<file path="src/rtl/analyzer_fifo_drain.sv">
// Analyzer sample FIFO read-side drain engine.
// Streams a counted block of FIFO words to the upload path.
module analyzer_fifo_drain #(
  parameter int DATA_WIDTH = 32,
  parameter int CNT_WIDTH  = 16,
  parameter int BURST_LEN  = 256
) (
  input  logic                  clk,
  input  logic                  rstn,
  input  logic                  start,
  input  logic                  abort,
  input  logic [CNT_WIDTH-1:0]  sample_count,
  output logic                  busy,
  output logic                  done,
  output logic                  fifo_rd_en,
  input  logic [DATA_WIDTH-1:0] fifo_rd_data,
  input  logic                  fifo_rd_empty,
  output logic                  m_valid,
  output logic [DATA_WIDTH-1:0] m_data,
  output logic                  m_last,
  input  logic                  m_ready
);

  typedef enum logic [1:0] {
    S_IDLE,
    S_DRAIN,
    S_FLUSH,
    S_DONE
  } state_t;

  localparam logic [CNT_WIDTH-1:0] LP_BMAX =
    CNT_WIDTH'(BURST_LEN - 1);
  localparam logic [CNT_WIDTH-1:0] LP_ONE =
    CNT_WIDTH'(1);

  state_t                         r_state;
  state_t                         w_state_nxt;
  logic [CNT_WIDTH-1:0]           r_rd_left;
  logic [CNT_WIDTH-1:0]           r_tx_left;
  logic [CNT_WIDTH-1:0]           r_burst_idx;
  logic                           r_inflight;
  logic [1:0][DATA_WIDTH-1:0]     r_buf;
  logic                           r_rd_ptr;
  logic                           r_wr_ptr;
  logic [1:0]                     r_occ;

  logic                           w_accept;
  logic                           w_head_vld;
  logic [DATA_WIDTH-1:0]          w_head_data;
  logic                           w_hs;
  logic                           w_pop;
  logic                           w_push;
  logic                           w_final;
  logic                           w_room;
  logic                           w_rd_en;

  assign w_accept = (r_state == S_IDLE)
                  & start & !abort;

  // An empty buffer lets the returning word
  // bypass straight to the stream port.
  assign w_head_vld  = (r_occ != 2'd0) | r_inflight;
  assign w_head_data = (r_occ != 2'd0)
                     ? r_buf[r_rd_ptr]
                     : fifo_rd_data;

  assign w_hs    = w_head_vld & m_ready;
  assign w_pop   = w_hs & (r_occ != 2'd0);
  assign w_push  = r_inflight
                 & !(w_hs & (r_occ == 2'd0));
  assign w_final = w_hs & (r_tx_left == LP_ONE);

  assign w_room = ({1'b0, r_occ}
                 + {2'b00, r_inflight}) < 3'd2;

  assign w_rd_en = (r_state == S_DRAIN)
                 & !fifo_rd_empty
                 & (r_rd_left != '0)
                 & w_room
                 & !abort;

  assign fifo_rd_en = w_rd_en;
  assign m_valid    = w_head_vld;
  assign m_data     = w_head_vld ? w_head_data
                                 : '0;
  assign m_last     = w_head_vld
                    & ((r_burst_idx == LP_BMAX)
                     | (r_tx_left == LP_ONE));
  assign busy       = (r_state != S_IDLE);
  assign done       = (r_state == S_DONE);

  always_comb begin
    w_state_nxt = r_state;
    unique case (r_state)
      S_IDLE: begin
        if (start) begin
          if (sample_count == '0)
            w_state_nxt = S_DONE;
          else
            w_state_nxt = S_DRAIN;
        end
      end
      S_DRAIN: begin
        if (w_final)
          w_state_nxt = S_DONE;
        else if (r_rd_left == '0)
          w_state_nxt = S_FLUSH;
      end
      S_FLUSH: begin
        if (w_final)
          w_state_nxt = S_DONE;
        else if (!w_head_vld
                 && r_tx_left == '0)
          w_state_nxt = S_DONE;
      end
      S_DONE:  w_state_nxt = S_IDLE;
      default: w_state_nxt = S_IDLE;
    endcase
    if (abort)
      w_state_nxt = S_IDLE;
  end

  always_ff @(posedge clk or negedge rstn) begin
    if (!rstn)
      r_state <= S_IDLE;
    else
      r_state <= w_state_nxt;
  end

  always_ff @(posedge clk or negedge rstn) begin
    if (!rstn) begin
      r_rd_left   <= '0;
      r_tx_left   <= '0;
      r_burst_idx <= '0;
    end else if (abort) begin
      r_rd_left   <= '0;
      r_tx_left   <= '0;
      r_burst_idx <= '0;
    end else if (w_accept) begin
      r_rd_left   <= sample_count;
      r_tx_left   <= sample_count;
      r_burst_idx <= '0;
    end else begin
      if (w_rd_en)
        r_rd_left <= r_rd_left - LP_ONE;
      if (w_hs) begin
        r_tx_left <= r_tx_left - LP_ONE;
        if (r_burst_idx == LP_BMAX)
          r_burst_idx <= '0;
        else
          r_burst_idx <= r_burst_idx + LP_ONE;
      end
    end
  end

  // Two-entry skid buffer; abort drops both
  // the stored words and any read in flight.
  always_ff @(posedge clk or negedge rstn) begin
    if (!rstn) begin
      r_inflight <= 1'b0;
      r_occ      <= 2'd0;
      r_rd_ptr   <= 1'b0;
      r_wr_ptr   <= 1'b0;
      r_buf      <= '0;
    end else if (abort) begin
      r_inflight <= 1'b0;
      r_occ      <= 2'd0;
      r_rd_ptr   <= 1'b0;
      r_wr_ptr   <= 1'b0;
    end else begin
      r_inflight <= w_rd_en;
      if (w_push) begin
        r_buf[r_wr_ptr] <= fifo_rd_data;
        r_wr_ptr        <= ~r_wr_ptr;
      end
      if (w_pop)
        r_rd_ptr <= ~r_rd_ptr;
      unique case (1'b1)
        (w_push & !w_pop): r_occ <= r_occ + 2'd1;
        (w_pop & !w_push): r_occ <= r_occ - 2'd1;
        default:           r_occ <= r_occ;
      endcase
    end
  end

endmodule
</file>
<file path="config.mk">
export PLATFORM = sky130hd
export DESIGN_NAME = analyzer_fifo_drain
export DESIGN_NICKNAME = d
export VERILOG_FILES = /design/src/rtl/analyzer_fifo_drain.sv
export SDC_FILE = /design/constraint.sdc
export NUM_CORES = 1
export LEC_CHECK = 0
export BUFFER_PORTS_ARGS = -buffer_cell sky130_fd_sc_hd__buf_2
export CORE_ASPECT_RATIO = 0.6
export CORE_UTILIZATION = 60
export CTS_CLUSTER_DIAMETER = 60
export DETAILED_ROUTE_END_ITERATION = 8
export PLACE_DENSITY_LB_ADDON = 0.15
export SLEW_MARGIN = 40
export SYNTH_ARGS = -nofsm -noshare
export SYNTH_HDL_FRONTEND = slang
export SYNTH_SLANG_ARGS = --single-unit
</file>
<file path="constraint.sdc">
create_clock -name clk -period 3.4 [get_ports clk]
set_clock_uncertainty 0.2 [all_clocks]
set_input_delay 0.34 -clock clk [delete_from_list [all_inputs] [get_ports clk]]
set_output_delay 0.34 -clock clk [all_outputs]
set_load 0.005 [all_outputs]
</file>
[After elaboration in Yosys (flattened, before gate mapping)]
Cells that the tools add are included.
Word-level totals
  logic and storage cells: 102
  output and inout bits: 37
  input port bits: 54
  flip-flop bits (word level): 119
Cells by class
  $add $sub $neg: 6
  multiplexer cells: 32
  equal/unequal tests: 8
  bitwise gates (word level): 19
  reductions and logical operators: 23
  $lt $le $gt $ge: 4
Operator list (count)
  $mux W16: 10
  $mux W32: 5
  $bwmux W64: 1
  $logic_not A16 Y1: 3
  $demux W32 S1: 1
  $sub A16 B1 Y16 const B: 2
  $add A16 B1 Y16 const B: 1
  $eq A16 B1 Y1 const B: 1
  $eq A16 B8 Y1 const B: 1
  $mux W2: 8
  $reduce_bool A16 Y1: 1
  $and A1 B1 Y1: 14
  $reduce_bool A3 Y1: 3
  $pmux W2 S4: 1
  $reduce_bool A2 Y1: 4
  $logic_not A1 Y1: 6
  $mux W1: 5
  $eq A2 B2 Y1 const B: 2
  $logic_not A2 Y1: 2
  $lt A1 B2 Y1 const B: 2
  $ne A4 B3 Y1 const B: 1
  $ne A4 B4 Y1 const B: 1
  $pmux W2 S2: 1
  $add A2 B1 Y3: 1
  11 further kinds: 15

[Longest topological paths before layout]
  word-level depth: 10
  mapped depth: 8
  mapped depth without buffers: 8

[Worst setup path before layout]
No wires, ideal clock.
  path type: reg-to-reg
  start: reg r_tx_left[5]
  end: reg r_tx_left[15]
  stages on the path, launching flop included: 7
  path slack: 1.069 ns
  arrival: 1.994 ns
  data required time: 3.063 ns
  path through: dfrtp_1 or4_4 or4_4 or2_4 nor4_4 xnor2_1 a21oi_1
On the way
  longest elaborated chain between the ends: 4
RTL lines
  start: declaration: line 39  | logic [CNT_WIDTH-1:0] r_tx_left;
  start signal: assignment: line 141  | r_tx_left <= sample_count;
  start signal: assignment: line 147  | r_tx_left <= r_tx_left - LP_ONE;
  $sub A16 B1 Y16: line 147
  $mux W16: line 146  | if (w_hs) begin
  $mux W16: line 139  | end else if (w_accept) begin
  $mux W16: line 135  | end else if (abort) begin
No other way between the ends. The select of a mux whose other input is x is not followed.
A chain may end at the register's enable or synchronous reset.

[Worst setup path in the final report]
  start: reg r_tx_left[12]
  end: out m_last
On the way
  longest elaborated chain between the ends: 3
RTL lines
  $eq A16 B1 Y1: line 88  | | (r_tx_left == LP_ONE));
  $or A1 B1 Y1: line 88
  $and A1 B1 Y1: line 87  | & ((r_burst_idx == LP_BMAX)
  end: declaration: line 20  | output logic m_last,
No other way between the ends.

==> reports/qor.csv <==
stage;metric;value;unit
outcome;status;complete, no violations;
power_and_ir_drop;PwrDens;666;nW/µm²
power_and_ir_drop;Flop pwr share;39.2;%
sta;Max Freq;0.317;GHz
power_and_ir_drop;Psw;0.00158;W
synth;register bit count reported by yosys;119;
routing;Detail Route Antenna Nets;0;
clocking;CTS H-Tree Depth;4;
clocking;Max clock buf depth;2;
floorplan;chip width;133;µm
synth;post-synth top area share;48.2;%
sta;Slew @ Worst Pin;0.898;ns
sta;minimum clock period;3.16;ns
hold_path;HP Class;in2reg;
clocking;CTS tree;yes;
routing;via count;5062;
job;Max Cap Viol;0;
power_and_ir_drop;peak supply drop;0.000371;V
global_route;global-route wire length before repair;24.7;mm
clocking;CTS buffer count;17;
power_and_ir_drop;Tot Pwr;0.00511;W
cells_and_area;nets@finish;763;
global_route;gr ovfl total;0;
clocking;CTS Hold Buffers Added;29;
clocking;Post-CTS Resized;0;
floorplan;Die Area;10700;µm²
power_and_ir_drop;share of power burned in the clock network;35.3;%
global_route;largest net degree at the start of global routing;65;
sta;Max Transition Viols Final;0;
global_route;initial antenna violation count;0;
placed_design;final RePlAce weighted congestion;0.787;
clocking;Post-CTS Setup Inserts;0;
floorplan;row cnt;28;
synth;Gate Count Post-Synth;584;
critical_path;CP startpoint kind;flop;
synth;most frequent cell after synthesis;dfrtp_1;
cells_and_area;diode count;0;
sta;Fin Setup TNS;0;ns
cells_and_area;Fillers;667;
floorplan;die height;80.6;µm
critical_path;Worst Path Arrival;2.62;ns
clocking;clock sinks;119;
routing;Avg WL per Cell;18.0;µm
cells_and_area;Reg area;2980;µm²
synth;top cells by area, synth;dfrtp_1 48%, mux2_2 12%, mux2i_1 5.3%;
synth;sequential share of the synthesized area;48.2;%
synth;most used flip-flop cell after synthesis;dfrtp_1;
global_route;vias in the first global route;4977;
power_and_ir_drop;sw frac;30.9;%
critical_path;FF-to-FF Start;r_tx_left[12];
cells_and_area;share of cells above drive strength 1;28.8;%
clocking;clk_lat worst skew;0.41;ns
synth;Mapped Nets;647;
floorplan;Initial Util;62.1;%
floorplan;I/O Pins;91;
placed_design;port buffer count;90;
routing;initial drt markers;461;
critical_path;CP Class;reg2out;
power_and_ir_drop;leakage;3.49;nW
sta;RSZ-0062 raised after global routing;no;
synth;ys async rst share;100;%
synth;post-synthesis average cell area;10.6;µm²
sta;period utilization;92.8;%
synth;Syn Std Cell Area;6180;µm²
power_and_ir_drop;Int Pwr;0.00353;W
routing;DRC violations left;0;
hold_path;startpoint of the worst hold path;fifo_rd_data[11];
clocking;CTS root buf;clkbuf_16;
global_route;GRT Resource Usage Total;29.9;%
routing;Vias per Instance;5.98;
sta;Slew headroom;39.6;%
synth;warnings from Yosys;0;
cells_and_area;area delta synth->final;24.1;%
sta;Fin. Hold Viols;0;
placed_design;DP HPWL;9.62;mm
sta;Final setup viols;0;
synth;Post-synth EDFFs;0;
critical_path;CP endpoint kind;output port;
power_and_ir_drop;Gate power share;25.5;%
synth;Commonest cells post-synth;119 x dfrtp_1, 65 x mux2_2, 47 x o21ai_0;
critical_path;Critical Path RT;2.86;ns
routing;Pre-antenna DRT Iters;5;
critical_path;CP Launch Point;r_tx_left[12];
cells_and_area;Multi-input gate area;3050;µm²
critical_path;worst-path fanout max;4;
synth;dominant cell type by area after synthesis;dfrtp_1;
floorplan;core area;9950;µm²
routing;total wire length;15.2;mm
synth;synth unique cells;51;
clocking;CTS clock-pin slew for the worst setup and hold paths;0.06;ns
==> placed cells by master, fill, tap and decap left out, types with 3 or more instances in the layout <==
master	count
nor2_1	29
dfrtp_1	118
and3_1	3
xor2_1	12
or4_1	4
o21ai_0	47
buf_2	89
inv_1	13
clkbuf_16	17
nand2_1	22
and4_1	3
nand2b_1	4
bufinv_16	3
or3_1	4
clkinv_2	6
nor3_1	10
xnor2_1	25
and2_1	3
o21bai_1	14
nand3_1	38
mux2_2	65
nor4_1	16
mux2i_1	33
nand4_1	8
a31oi_1	4
buf_4	9
dlygate4sd3_1	30
ha_1	9
a21oi_1	35
==> worst max-delay path: stages, from the launching register on <==
cell	delay (ns)
dfrtp_1	0.39
or4_1	0.63
nor4_1	0.72
nand3_1	0.15
a21oi_1	0.17
buf_2	0.13
==> state kept, by name, indices dropped and copies added, names as in the netlist <==
signal       count
r_buf           64
r_burst_idx     16
r_inflight       1
r_occ            2
r_rd_left       16
r_rd_ptr         1
r_state          2
r_tx_left       16
r_wr_ptr         1
==> cell families after synthesis <==
group | share of synthesized area [%]
simple gates | 13.6
buf+inv | 2.73
xor+xnor | 5.24
flops | 48.2
mux | 17.2
compound gates | 11.3
fa+ha+maj | 1.82
==> power by group through the flow <==
stage	clock [W]	sequential, W	combinational [W]
global placement	0	0.00198	0.00119
CTS	0.00181	0.00199	0.00128
global route	0.00189	0.00204	0.00143
finish	0.00180	0.00200	0.00130
floorplan	0	0.00194	0.000909
detailed placement	0	0.00201	0.00124
==> worst paths after layout <==
| kind | end | slack, ns | cells past startpoint |
|---|---|---|---|
| worst max-delay path | m_last | 0.24 | 5 |
| worst min-delay path | r_buf[11] | 0.02 | 2 |
| worst max register to register | r_state[1] | 0.56 | 6 |
| worst min register to register | r_burst_idx[4] | 0.28 | 1 |
| max in group asynchronous | r_burst_idx[14] | 1.86 | 3 |
| min in group asynchronous | r_rd_left[11] | 0.33 | 2 |
==> final cells by class <==
| cell class | instances | area share (%) |
|---|---|---|
| Inverter | 13 | 0.636 |
| Sequential cell | 119 | 38.8 |
| Multi-Input combinational cell | 420 | 39.8 |
| Clock inverter | 10 | 1.66 |
| Timing Repair Buffer | 129 | 10.9 |
| Clock buffer | 21 | 6.00 |
| Tap cell | 135 | 2.20 |
==> routing by layer <==
layer  up-vias  track usage, %  wire length [µm]
met1      2540            40.9              7190
li1       2360               -                 -
met2       142            47.4              7150
met5         -               0                 0
met3        20            7.51               724
met4         0            8.62               145
==> per-stage QoR <==
stage / hold slack (ns) / area (µm²) / util [%] / setup WS, ns / std cells
2_1_floorplan: -0.156 / 6180 / - / 1.07 / 584
3_3_place_gp: 0.244 / 6780 / 68.2 / 0.781 / 786
3_5_place_dp: 0.256 / 6780 / 68.2 / 0.671 / 786
4_1_cts: 0.00168 / 7660 / 77.0 / 0.298 / 846
5_1_grt: 0.00958 / 7670 / 77.1 / 0.204 / 847
6_report: 0.0181 / 7670 / 77.1 / 0.245 / 847
No activity file was read; power rests on OpenSTA's default activity.
